$ cat src/rtl/phase_timer_pkg.sv
// Shared definitions for the phase timer: state encoding and default sizing.
package phase_timer_pkg;

   localparam int CLK_HZ_DEF = 10000;
   localparam int CNT_W_DEF  = 16;

   typedef enum logic [1:0] {
      IDLE = 2'd0,
      REQ  = 2'd1,
      LOAD = 2'd2,
      RUN  = 2'd3
   } state_e;

endpackage

$ cat src/rtl/tick_prescaler.sv
// Divides clk down to a one-cycle sec_tick every CLK_HZ counting cycles.
module tick_prescaler
   import phase_timer_pkg::*;
#(
   parameter int CLK_HZ = CLK_HZ_DEF
) (
   input  logic clk,
   input  logic reset,
   input  logic clear,
   input  logic run,
   output logic sec_tick
);

   localparam int               PRE_W = $clog2(CLK_HZ);
   localparam logic [PRE_W-1:0] LAST  = PRE_W'(CLK_HZ - 1);

   logic [PRE_W-1:0] r_count;
   logic             w_wrap;

   assign w_wrap = (r_count == LAST);

   // NOTE: sequential state uses non-blocking (<=) so every register samples pre-edge values.
   always_ff @(posedge clk or negedge reset) begin
      if (!reset) begin
         r_count <= '0;
      end else if (clear) begin
         r_count <= '0;
      end else if (run) begin
         r_count <= w_wrap ? '0 : r_count + 1'b1;
      end
   end

   assign sec_tick = run && w_wrap;

endmodule

$ cat src/rtl/phase_timer.sv
// Seconds-based phase timer: pulses finished, samples the next duration, counts it down.
// Optional pause input is enabled by defining PHASE_TIMER_PAUSE_EN.
module phase_timer
   import phase_timer_pkg::*;
#(
   parameter int CLK_HZ = CLK_HZ_DEF,
   parameter int CNT_W  = CNT_W_DEF
) (
   input  logic             clk,
   input  logic             reset,
   input  logic             enable,
   input  logic [CNT_W-1:0] seconds_to_count,
   output logic             finished,
   output logic             busy,
   output logic [CNT_W-1:0] remaining_s
`ifdef PHASE_TIMER_PAUSE_EN
   ,
   input  logic             pause
`endif
);

   state_e           r_state;
   state_e           w_state_nxt;
   logic [CNT_W-1:0] r_remaining;
   logic [CNT_W-1:0] w_remaining_nxt;
   logic             r_finished;
   logic             r_busy;
   logic             w_sec_tick;
   logic             w_pre_clear;
   logic             w_pre_run;

   // The prescaler only advances in RUN; any other state (or enable low) holds it at zero.
   assign w_pre_clear = !enable || (r_state != RUN);
`ifdef PHASE_TIMER_PAUSE_EN
   assign w_pre_run   = enable && (r_state == RUN) && !pause;
`else
   assign w_pre_run   = enable && (r_state == RUN);
`endif

   tick_prescaler #(
      .CLK_HZ(CLK_HZ)
   ) u_prescaler (
      .clk     (clk),
      .reset   (reset),
      .clear   (w_pre_clear),
      .run     (w_pre_run),
      .sec_tick(w_sec_tick)
   );

   // NOTE: every signal written here gets a default first so no latch is inferred.
   always_comb begin
      w_state_nxt     = r_state;
      w_remaining_nxt = r_remaining;
      if (!enable) begin
         w_state_nxt     = IDLE;
         w_remaining_nxt = '0;
      end else begin
         case (r_state)
            IDLE: w_state_nxt = REQ;
            REQ:  w_state_nxt = LOAD;
            LOAD: begin
               w_remaining_nxt = (seconds_to_count == '0) ? CNT_W'(1) : seconds_to_count;
               w_state_nxt     = RUN;
            end
            RUN: begin
               if (w_sec_tick) begin
                  if (r_remaining == CNT_W'(1)) begin
                     w_remaining_nxt = '0;
                     w_state_nxt     = REQ;
                  end else begin
                     w_remaining_nxt = r_remaining - 1'b1;
                  end
               end
            end
            default: w_state_nxt = IDLE;
         endcase
      end
   end

   // Outputs decode the next state so they are registered yet aligned with the state they describe.
   always_ff @(posedge clk or negedge reset) begin
      if (!reset) begin
         r_state     <= IDLE;
         r_remaining <= '0;
         r_finished  <= 1'b0;
         r_busy      <= 1'b0;
      end else begin
         r_state     <= w_state_nxt;
         r_remaining <= w_remaining_nxt;
         r_finished  <= (w_state_nxt == REQ);
         r_busy      <= (w_state_nxt == LOAD) || (w_state_nxt == RUN);
      end
   end

   assign finished    = r_finished;
   assign busy        = r_busy;
   assign remaining_s = r_remaining;

endmodule

$ cat config.mk
export PLATFORM = sky130hd
export DESIGN_NAME = phase_timer
export DESIGN_NICKNAME = d
export VERILOG_FILES = /design/src/rtl/phase_timer_pkg.sv /design/src/rtl/tick_prescaler.sv /design/src/rtl/phase_timer.sv
export SDC_FILE = /design/constraint.sdc
export NUM_CORES = 1
export LEC_CHECK = 0
export BUFFER_PORTS_ARGS = -buffer_cell sky130_fd_sc_hd__clkbuf_2
export CAP_MARGIN = 30
export CORE_MARGIN = 10
export CORE_UTILIZATION = 62
export CTS_BUF_LIST = sky130_fd_sc_hd__clkbuf_2 sky130_fd_sc_hd__clkbuf_4 sky130_fd_sc_hd__clkbuf_8
export DETAILED_ROUTE_END_ITERATION = 6
export PLACE_DENSITY = 0.87
export SYNTH_ARGS = -nofsm -noshare
export SYNTH_HDL_FRONTEND = slang
export SYNTH_SLANG_ARGS = --single-unit
$ cat constraint.sdc
create_clock -name clk -period 3.18 [get_ports clk]
set_input_delay 0.954 -clock clk [delete_from_list [all_inputs] [get_ports clk]]
set_output_delay 0.954 -clock clk [all_outputs]
set_load 0.03 [all_outputs]
# Yosys cells after proc, flatten, opt, wreduce, memory -nomap -nowiden
# Cells that the tools add are included.
# totals
register_bits	34
latchBits	0
ram_bits	0
mem_bits_ro	0
word_cells	39
n_memories	0
# op_classes
add_sub_neg	2
multipliers	0
div	0
order_cmp	0
n_eq_ne	11
shift	0
n_mux	12
bitwise_logic	0
n_reduce_logical	9
# op_table
op	count
two-way mux 16 bit	4
two-way mux 14 bit	3
case mux 16 bit (2 select lines)	1
== test 16 x 1 -> 1 bit, second input constant	1
logical NOT 16 bit	1
subtractor 16 x 1 -> 16 bit, second input constant	1
adder 14 x 1 -> 14 bit, second input constant	1
== test 14 bit, second input constant	1
== test 2 bit, second input constant	4
case mux 2 bit (4 select lines)	1
two-way mux 2 bit	3
== test 2 x 1 -> 1 bit, second input constant	2
!= test 3 x 1 -> 1 bit, second input constant	1
!= test 3 x 2 -> 1 bit, second input constant	1
logical AND 1 bit	2
logical NOT 2 bit	1
logical OR 1 bit	2
!= test 2 bit, second input constant	1
AND reduction 2 bit	1
nonzero test 2 bit	1
logical NOT 1 bit	1

# Logic depth before layout (Yosys ltp)
# Gate-level depths: netlist of run 1.
# depth
depth_word	8
mapped_depth	8
depth_no_buf	7

# Modules after synthesis
# Synthesis of run 1 repeated with hierarchy kept, for this count alone.
# hier_totals
hier_cells	237
hier_area_um2	2137.0
# by_module_without_submodules
mod	instances	cells_each	area_per_inst_um2	seq_area_each_um2
phase_timer	1	142	1288.7	500.5
tick_prescaler	1	95	848.3	350.3

# Worst setup path before layout of run 1
# Ideal clock, no wire load.
# synth_timing
path_type	reg2reg
start	reg r_remaining[2] (netlist: remaining_s[2])
end	reg r_remaining[9] (netlist: remaining_s[9])
setup_time_ns	0.122
arrival_time_ns	2.122
slack_ns	0.936
path_stages_with_launch	8
n_path_buf	2
synth_period_minus_slack_ns	2.244
cell_sequence	dfrtp_1 -> buf_6 -> or4_4 -> or4_4 -> buf_6 -> nor3_2 -> o21ai_0 -> a32o_1
# synth_between
elab_chain_cells	5
word_cells_on_any_way	6
classes_between	add/sub: 1; eq/ne: 1; mux: 4
# synth_rtl
element	line_no	rtl
start, declared	phase_timer.sv:24	logic [CNT_W-1:0] r_remaining;
start signal, assigned	phase_timer.sv:89	r_remaining <= w_remaining_nxt;
subtractor 16 x 1 -> 16 bit / == test 16 x 1 -> 1 bit (equally long branches)	phase_timer.sv:71, phase_timer.sv:67	
two-way mux 16 bit *	phase_timer.sv:67	if (r_remaining == CNT_W'(1)) begin
two-way mux 16 bit *	phase_timer.sv:66	if (w_sec_tick) begin
case mux 16 bit (2 select lines) *	phase_timer.sv:58	case (r_state)
two-way mux 16 bit *	phase_timer.sv:54	if (!enable) begin
# Mark *: on every way between the ends. The rest lies on a longest branch, timed or not. The select of a mux whose other input is x is not followed.
# A chain may end at the register's enable or synchronous reset.

# Final worst setup path of run 1
# layout_timing
start	reg r_remaining[0] (netlist: remaining_s[0])
end	reg r_remaining[6] (netlist: remaining_s[6])
# The elaborated chain is that of the path after synthesis.

==> results of run 1 <==
-- state kept, by name, summed over array words and instances (netlist names) --
register	count
remaining_s	16
u_prescaler.r_count	14
r_state	2
busy	1
finished	1
-- cells by family (layout without fill, tap and decap cells) --
family	Yosys count	count (layout)	synth area share (%)
AND/OR/NAND/NOR	100	100	27.1
AO/OA/AOI/OAI	60	60	20.2
flip-flops	34	34	41.1
buffers and inverters	21	54	4.66
XOR/XNOR	12	12	5.08
adder cells (fa/ha/maj)	3	3	1.82
-- worst reg2reg max path: stages (launching register included) --
cell      delay (ns)
dfrtp_1         0.45
inv_1           0.10
ha_1            0.22
nor4b_2         0.42
nand2_1         0.20
a211oi_1        0.61
o21ai_0         0.21
a21boi_0        0.21
-- layout by cell type (no fill, tap or decap), types with 2 or more instances in the layout --
master	n
buf_4	2
nor3b_1	2
a21oi_1	10
clkbuf_4	6
dfrtp_1	34
nand2_1	19
nor2_1	28
and2_1	7
and3_1	2
nand4_1	3
a211oi_1	2
nor3_1	6
nor4b_1	2
ha_1	3
or4_4	2
a21boi_0	4
xor2_1	6
nor4_1	9
clkbuf_2	36
o22ai_1	7
nand3_1	7
o21ai_0	9
inv_1	8
a32o_1	2
o211ai_1	2
xnor2_1	6
a22oi_1	7
o31ai_1	2
-- metrics by stage --
stage	utilization [%]	instances	area (sq um)
4_1_cts	74.0	307	2320
3_5_place_dp	72.0	299	2250
5_1_grt	74.0	307	2320
2_1_floorplan	-	230	2070
3_3_place_gp	72.0	299	2250
6_report	74.0	307	2320
-- routing by layer --
metal | wire length, um | track usage, %
met5 | 0 | 0
met4 | 113 | 7.12
met3 | 644 | 5.53
met2 | 2370 | 27.7
met1 | 2210 | 23.7
-- worst paths after layout --
check	to	depth (start not counted)
setup / recovery	remaining_s[6]	7
hold / removal	u_prescaler.r_count[0]	1
setup reg to reg	remaining_s[6]	7
hold reg to reg	u_prescaler.r_count[0]	1
max in group asynchronous	u_prescaler.r_count[1]	1
min in group asynchronous	u_prescaler.r_count[4]	1
-- area by class of cell --
type | count | area (sq um) | area share [%]
Tap cell | 44 | 55.1 | 2.38
Sequential cell | 34 | 851 | 36.7
Clock inverter | 1 | 5.00 | 0.216
Clock buffer | 7 | 58.8 | 2.54
Multi-Input combinational cell | 175 | 1120 | 48.4
Timing Repair Buffer | 38 | 195 | 8.43
Inverter | 8 | 30.0 | 1.30
-- power groups by stage --
| stage | clock network, W | logic, W | registers, W |
|---|---|---|---|
| final | 0.000259 | 0.000264 | 0.000478 |
| after global routing | 0.000282 | 0.000288 | 0.000481 |
| after CTS | 0.000261 | 0.000260 | 0.000477 |
| after detailed placement | 0 | 0.000257 | 0.000486 |
| after global placement | 0 | 0.000253 | 0.000485 |
| after floorplan | 0 | 0.000167 | 0.000506 |
==> impl_metrics.py, run 1 <==
metrics = {
    "worst_setup_path": {
        "critPathLaunchType": "register",
        "critical-path-top-delay-family": "compound AO/OA/AOI/OAI gates",
        "crit_start": "remaining_s[0]",
        "critPathKind": "reg2reg",
        "worstPathArrival_ns": 2.73,
        "max_stage_delay_ns": 0.61,
        "timing.rr.start": "remaining_s[0]",
        "slowest_stage": "a211oi_1",
        "regToRegSetupSlack_ns": 0.70,
        "crit_fanout": 6,
        "crit_chain": "inv_1, ha_1, nor4b_2, nand2_1, a211oi_1, o21ai_0, a21boi_0",
        "crit_required_ns": 3.43,
        "end_kind": "register",
        "cp_num_buf_inv": 1,
    },
    "yosys": {
        "ys_seq_area_share_pct": 41.1,
        "synth.avg_cell_area_sq_um": 8.99,
        "ys.flop_type": "dfrtp_1",
        "yosysUniqueCellTypes": 56,
        "yosys_register_bits": 34,
        "synth_cells": 230,
        "yosysTopAreaCell": "dfrtp_1",
        "synth_area_leaders": "dfrtp_1 (41%), nor2_1 (5.1%), nand2_1 (3.4%)",
        "synth_fp_nets": 252,
        "synthArstFlopShare_pct": 100,
        "syn_area_sq_um": 2070,
        "yosysMostFrequentCell": "dfrtp_1",
        "synth_top_area_share_pct": 41.1,
        "synthTopCellsByCount": "dfrtp_1 (34), nor2_1 (28), nand2_1 (19), a21oi_1 (10)",
        "synth_edf_count": 0,
        "ys_warn_count": 0,
    },
    "pwr": {
        "p_comb_share_pct": 26.4,
        "p_leak_nw": 1.00,
        "switchingPower_w": 0.000339,
        "cellPowerDensity_nw_per_um2": 432,
        "total_power_w": 0.00100,
        "sw_frac_of_total_pct": 33.8,
        "seqPwrFrac_pct": 47.8,
        "p_int_w": 0.000662,
        "clockPowerShare_pct": 25.9,
        "vdd_drop_max_uv": 295,
    },
    "sta": {
        "whs_ns": 0.466,
        "hold_viol": 0,
        "max_freq_mhz": 403,
        "relSlewSlack_pct": 40.0,
        "grt_setup_unrepaired": "no",
        "setup_ws_ns": 0.699,
        "final.min_clock_period_ns": 2.48,
        "finalCritPeriodShare_pct": 78.0,
        "slew_violations": 0,
        "setup_violations": 0,
        "setup_tns_ns": 0,
        "clock_skew_ns": 0.0109,
        "tightest_slew_ns": 0.897,
    },
    "finish": {
        "nets": 284,
        "diodes": 0,
        "fillCellCount": 244,
        "drive_above_1_share_pct": 20.9,
        "syn2layout_area_growth_pct": 12.0,
    },
    "placement": {
        "finalWeightedCongestion": 0.888,
        "place.detailed.hpwl_mm": 3.96,
        "place_ws_ns": 0.825,
        "io_buffers": 36,
    },
    "detailed_routing": {
        "vias_per_cell": 6.45,
        "ant_nets": 0,
        "drc": 0,
        "vias": 1979,
        "first_pass_iters": 5,
        "wl_mm": 5.34,
        "wl_per_cell_um": 17.4,
        "drt_first_iter_violations": 305,
    },
    "die": {
        "die-width_um": 77.8,
        "dieArea_sq_um": 6050,
        "core_sq_um": 3130,
        "ios": 37,
        "start_util_pct": 66.1,
        "rows": 20,
        "fp.dieH_um": 77.8,
    },
    "clock_tree": {
        "cts_buffers": 5,
        "clock-root-buffer": "clkbuf_4",
        "cts_sinks": 34,
        "clkLatencyLatePin_ns": 0.33,
        "htreeDepth": 2,
        "clkTransAtPathRegs_ns": 0.10,
        "cts_setup_buffers": 0,
        "cts_hold_buf": 0,
        "cts_tree": "built",
        "cts_buffer_depth": 2,
        "cts_resized": 0,
    },
    "global_routing": {
        "grt_antenna_before_repair": 0,
        "grt_pass1_vias": 1910,
        "grt_pass1_wl_mm": 9.29,
        "grt_max_degree": 35,
        "grt_overflow_total": 0,
        "grt_usage_pct": 18.3,
    },
    "flow_run": {
        "maxCapViolations": 0,
    },
    "hold_path": {
        "hp-start": "u_prescaler.r_count[0]",
        "hold_path_class": "reg2reg",
    },
    "outcome": {
        "outcome": "completed",
    },
}
Power figures use the tool's default switching activity.
==> inputs of run 2 (changes only) <==
--- a/config.mk
+++ b/config.mk
@@ -8,10 +8,10 @@
 export BUFFER_PORTS_ARGS = -buffer_cell sky130_fd_sc_hd__clkbuf_2
 export CAP_MARGIN = 30
 export CORE_MARGIN = 10
-export CORE_UTILIZATION = 62
+export CORE_UTILIZATION = 58
 export CTS_BUF_LIST = sky130_fd_sc_hd__clkbuf_2 sky130_fd_sc_hd__clkbuf_4 sky130_fd_sc_hd__clkbuf_8
 export DETAILED_ROUTE_END_ITERATION = 6
-export PLACE_DENSITY = 0.87
+export PLACE_DENSITY = 0.82
 export SYNTH_ARGS = -nofsm -noshare
 export SYNTH_HDL_FRONTEND = slang
 export SYNTH_SLANG_ARGS = --single-unit
==> constraint.sdc (replaced) <==
create_clock -name clk -period 2.36 [get_ports clk]
set_input_delay 0.708 -clock clk [delete_from_list [all_inputs] [get_ports clk]]
set_output_delay 0.708 -clock clk [all_outputs]
set_load 0.03 [all_outputs]
==> impl_metrics.py, run 2 (synthesis results as in run 1) <==
metrics = {
    "sta": {
        "whs_ns": 0.264,
        "grt_setup_unrepaired": "no",
        "finalCritPeriodShare_pct": 93.0,
        "clock_skew_ns": 0.0151,
        "final.min_clock_period_ns": 2.20,
        "setup_violations": 0,
        "tightest_slew_ns": 0.598,
        "max_freq_mhz": 455,
        "relSlewSlack_pct": 59.7,
        "slew_violations": 0,
        "setup_tns_ns": 0,
        "hold_viol": 0,
    },
    "pwr": {
        "p_leak_nw": 1.06,
        "vdd_drop_max_uv": 376,
        "cellPowerDensity_nw_per_um2": 611,
    },
    "global_routing": {
        "grt_usage_pct": 19.7,
        "grt_overflow_total": 0,
        "grt_max_degree": 19,
        "grt_pass1_wl_mm": 10.0,
        "grt_pass1_vias": 2042,
        "grt_antenna_before_repair": 0,
    },
    "placement": {
        "place.detailed.hpwl_mm": 4.32,
        "finalWeightedCongestion": 0.984,
        "placedCellCount": 313,
        "io_buffers": 36,
    },
    "worst_setup_path": {
        "critical-path-top-delay-family": "simple AND/OR/NAND/NOR gates",
        "crit_start": "remaining_s[2]",
        "cp_num_buf_inv": 0,
        "crit_fanout": 9,
        "critPathLaunchType": "register",
        "timing.rr.start": "remaining_s[2]",
        "slowest_stage": "or4_4",
        "end_kind": "register",
        "crit_required_ns": 2.63,
        "worstPathArrival_ns": 2.47,
        "critPathKind": "reg2reg",
        "cpMostUsedCell": "or4_4",
        "crit_chain": "or4_4, or4_4, nor4b_4, a22oi_2, o22ai_2",
        "max_stage_delay_ns": 0.54,
    },
    "finish": {
        "layout_common_cells": "clkbuf_2 (36), dfrtp_1 (34), nor2_1 (27)",
        "largest_register_ffs": 16,
        "stdcell_count": 320,
        "final_common_cell": "clkbuf_2",
        "drive_above_1_share_pct": 24.5,
        "syn2layout_area_growth_pct": 17.4,
        "diodes": 0,
        "nets": 296,
    },
    "detailed_routing": {
        "vias_per_cell": 6.38,
        "vias": 2041,
        "first_pass_iters": 5,
        "ant_nets": 0,
        "drc": 0,
        "wl_mm": 5.85,
        "drt_first_iter_violations": 218,
        "wl_per_cell_um": 18.3,
    },
    "clock_tree": {
        "cts_setup_buffers": 0,
        "cts_hold_buf": 0,
        "cts_buffers": 5,
        "cts_buffer_depth": 2,
        "cts_sinks": 34,
        "clkTransAtPathRegs_ns": 0.11,
        "htreeDepth": 2,
        "clock-root-buffer": "clkbuf_4",
        "clkLatencyLatePin_ns": 0.36,
        "cts_resized": 0,
        "cts_tree": "built",
    },
    "die": {
        "rows": 21,
        "start_util_pct": 61.0,
        "core_sq_um": 3390,
        "die-width_um": 79.7,
        "dieArea_sq_um": 6350,
        "ios": 37,
        "fp.dieH_um": 79.7,
    },
    "outcome": {
        "outcome": "completed",
    },
    "flow_run": {
        "maxCapViolations": 0,
    },
    "hold_path": {
        "hold_path_class": "in2async",
    },
}
==> run 2: cell count changes in the layout (fill, tap and decap cells not counted) <==
cell and change:
bufinv_16 +1, clkinv_2 -1, nor2_2 +1, nor2_1 -1, clkbuf_4 -1, buf_4 +12
==> run 2: final timing paths <==
check,slack (ns),end,cells past startpoint
worst min register to register,0.48,u_prescaler.r_count[0],1
min in group clk,0.48,u_prescaler.r_count[0],1
worst max register to register,0.16,remaining_s[13],5
worst max-delay path,0.16,remaining_s[13],5
max in group asynchronous,1.59,u_prescaler.r_count[3],2
worst min-delay path,0.26,remaining_s[14],1
==> run 2: power breakdown <==
group / switching [W] / internal (W)
registers: 0.0000375 / 0.000605
logic: 0.000233 / 0.000153
clock network: 0.000209 / 0.000247
total: 0.000480 / 0.00100
==> run 2: per-stage QoR <==
| step | utilization, % | power [W] | area, sq um | setup slack [ns] |
|---|---|---|---|---|
| 3_3_place_gp | 69.2 | 0.00102 | 2340 | 0.205 |
| 4_1_cts | 71.6 | 0.00148 | 2430 | 0.134 |
| 5_1_grt | 71.7 | 0.00154 | 2430 | 0.0442 |
| 6_report | 71.7 | 0.00148 | 2430 | 0.164 |
| 2_1_floorplan | - | 0.000906 | 2070 | 0.116 |
| 3_5_place_dp | 69.2 | 0.00103 | 2340 | 0.175 |
==> run 2: routing by layer <==
| layer | global-route usage [%] | part of all wire [%] | vias up |
|---|---|---|---|
| li1 | - | - | 934 |
| met1 | 26.0 | 43 | 993 |
| met2 | 30.4 | 46 | 101 |
| met3 | 4.95 | 8.1 | 13 |
| met4 | 6.81 | 2.1 | 0 |
| met5 | 0 | 0 | - |
==> run 2: cell type report <==
cell class / count / area (sq um)
Timing Repair Buffer: 50 / 285
Multi-Input combinational cell: 175 / 1120
Inverter: 8 / 30.0
Fill cell: 278 / 961
Clock buffer: 6 / 51.3
Tap cell: 46 / 57.6
Sequential cell: 34 / 851
Clock inverter: 1 / 30.0
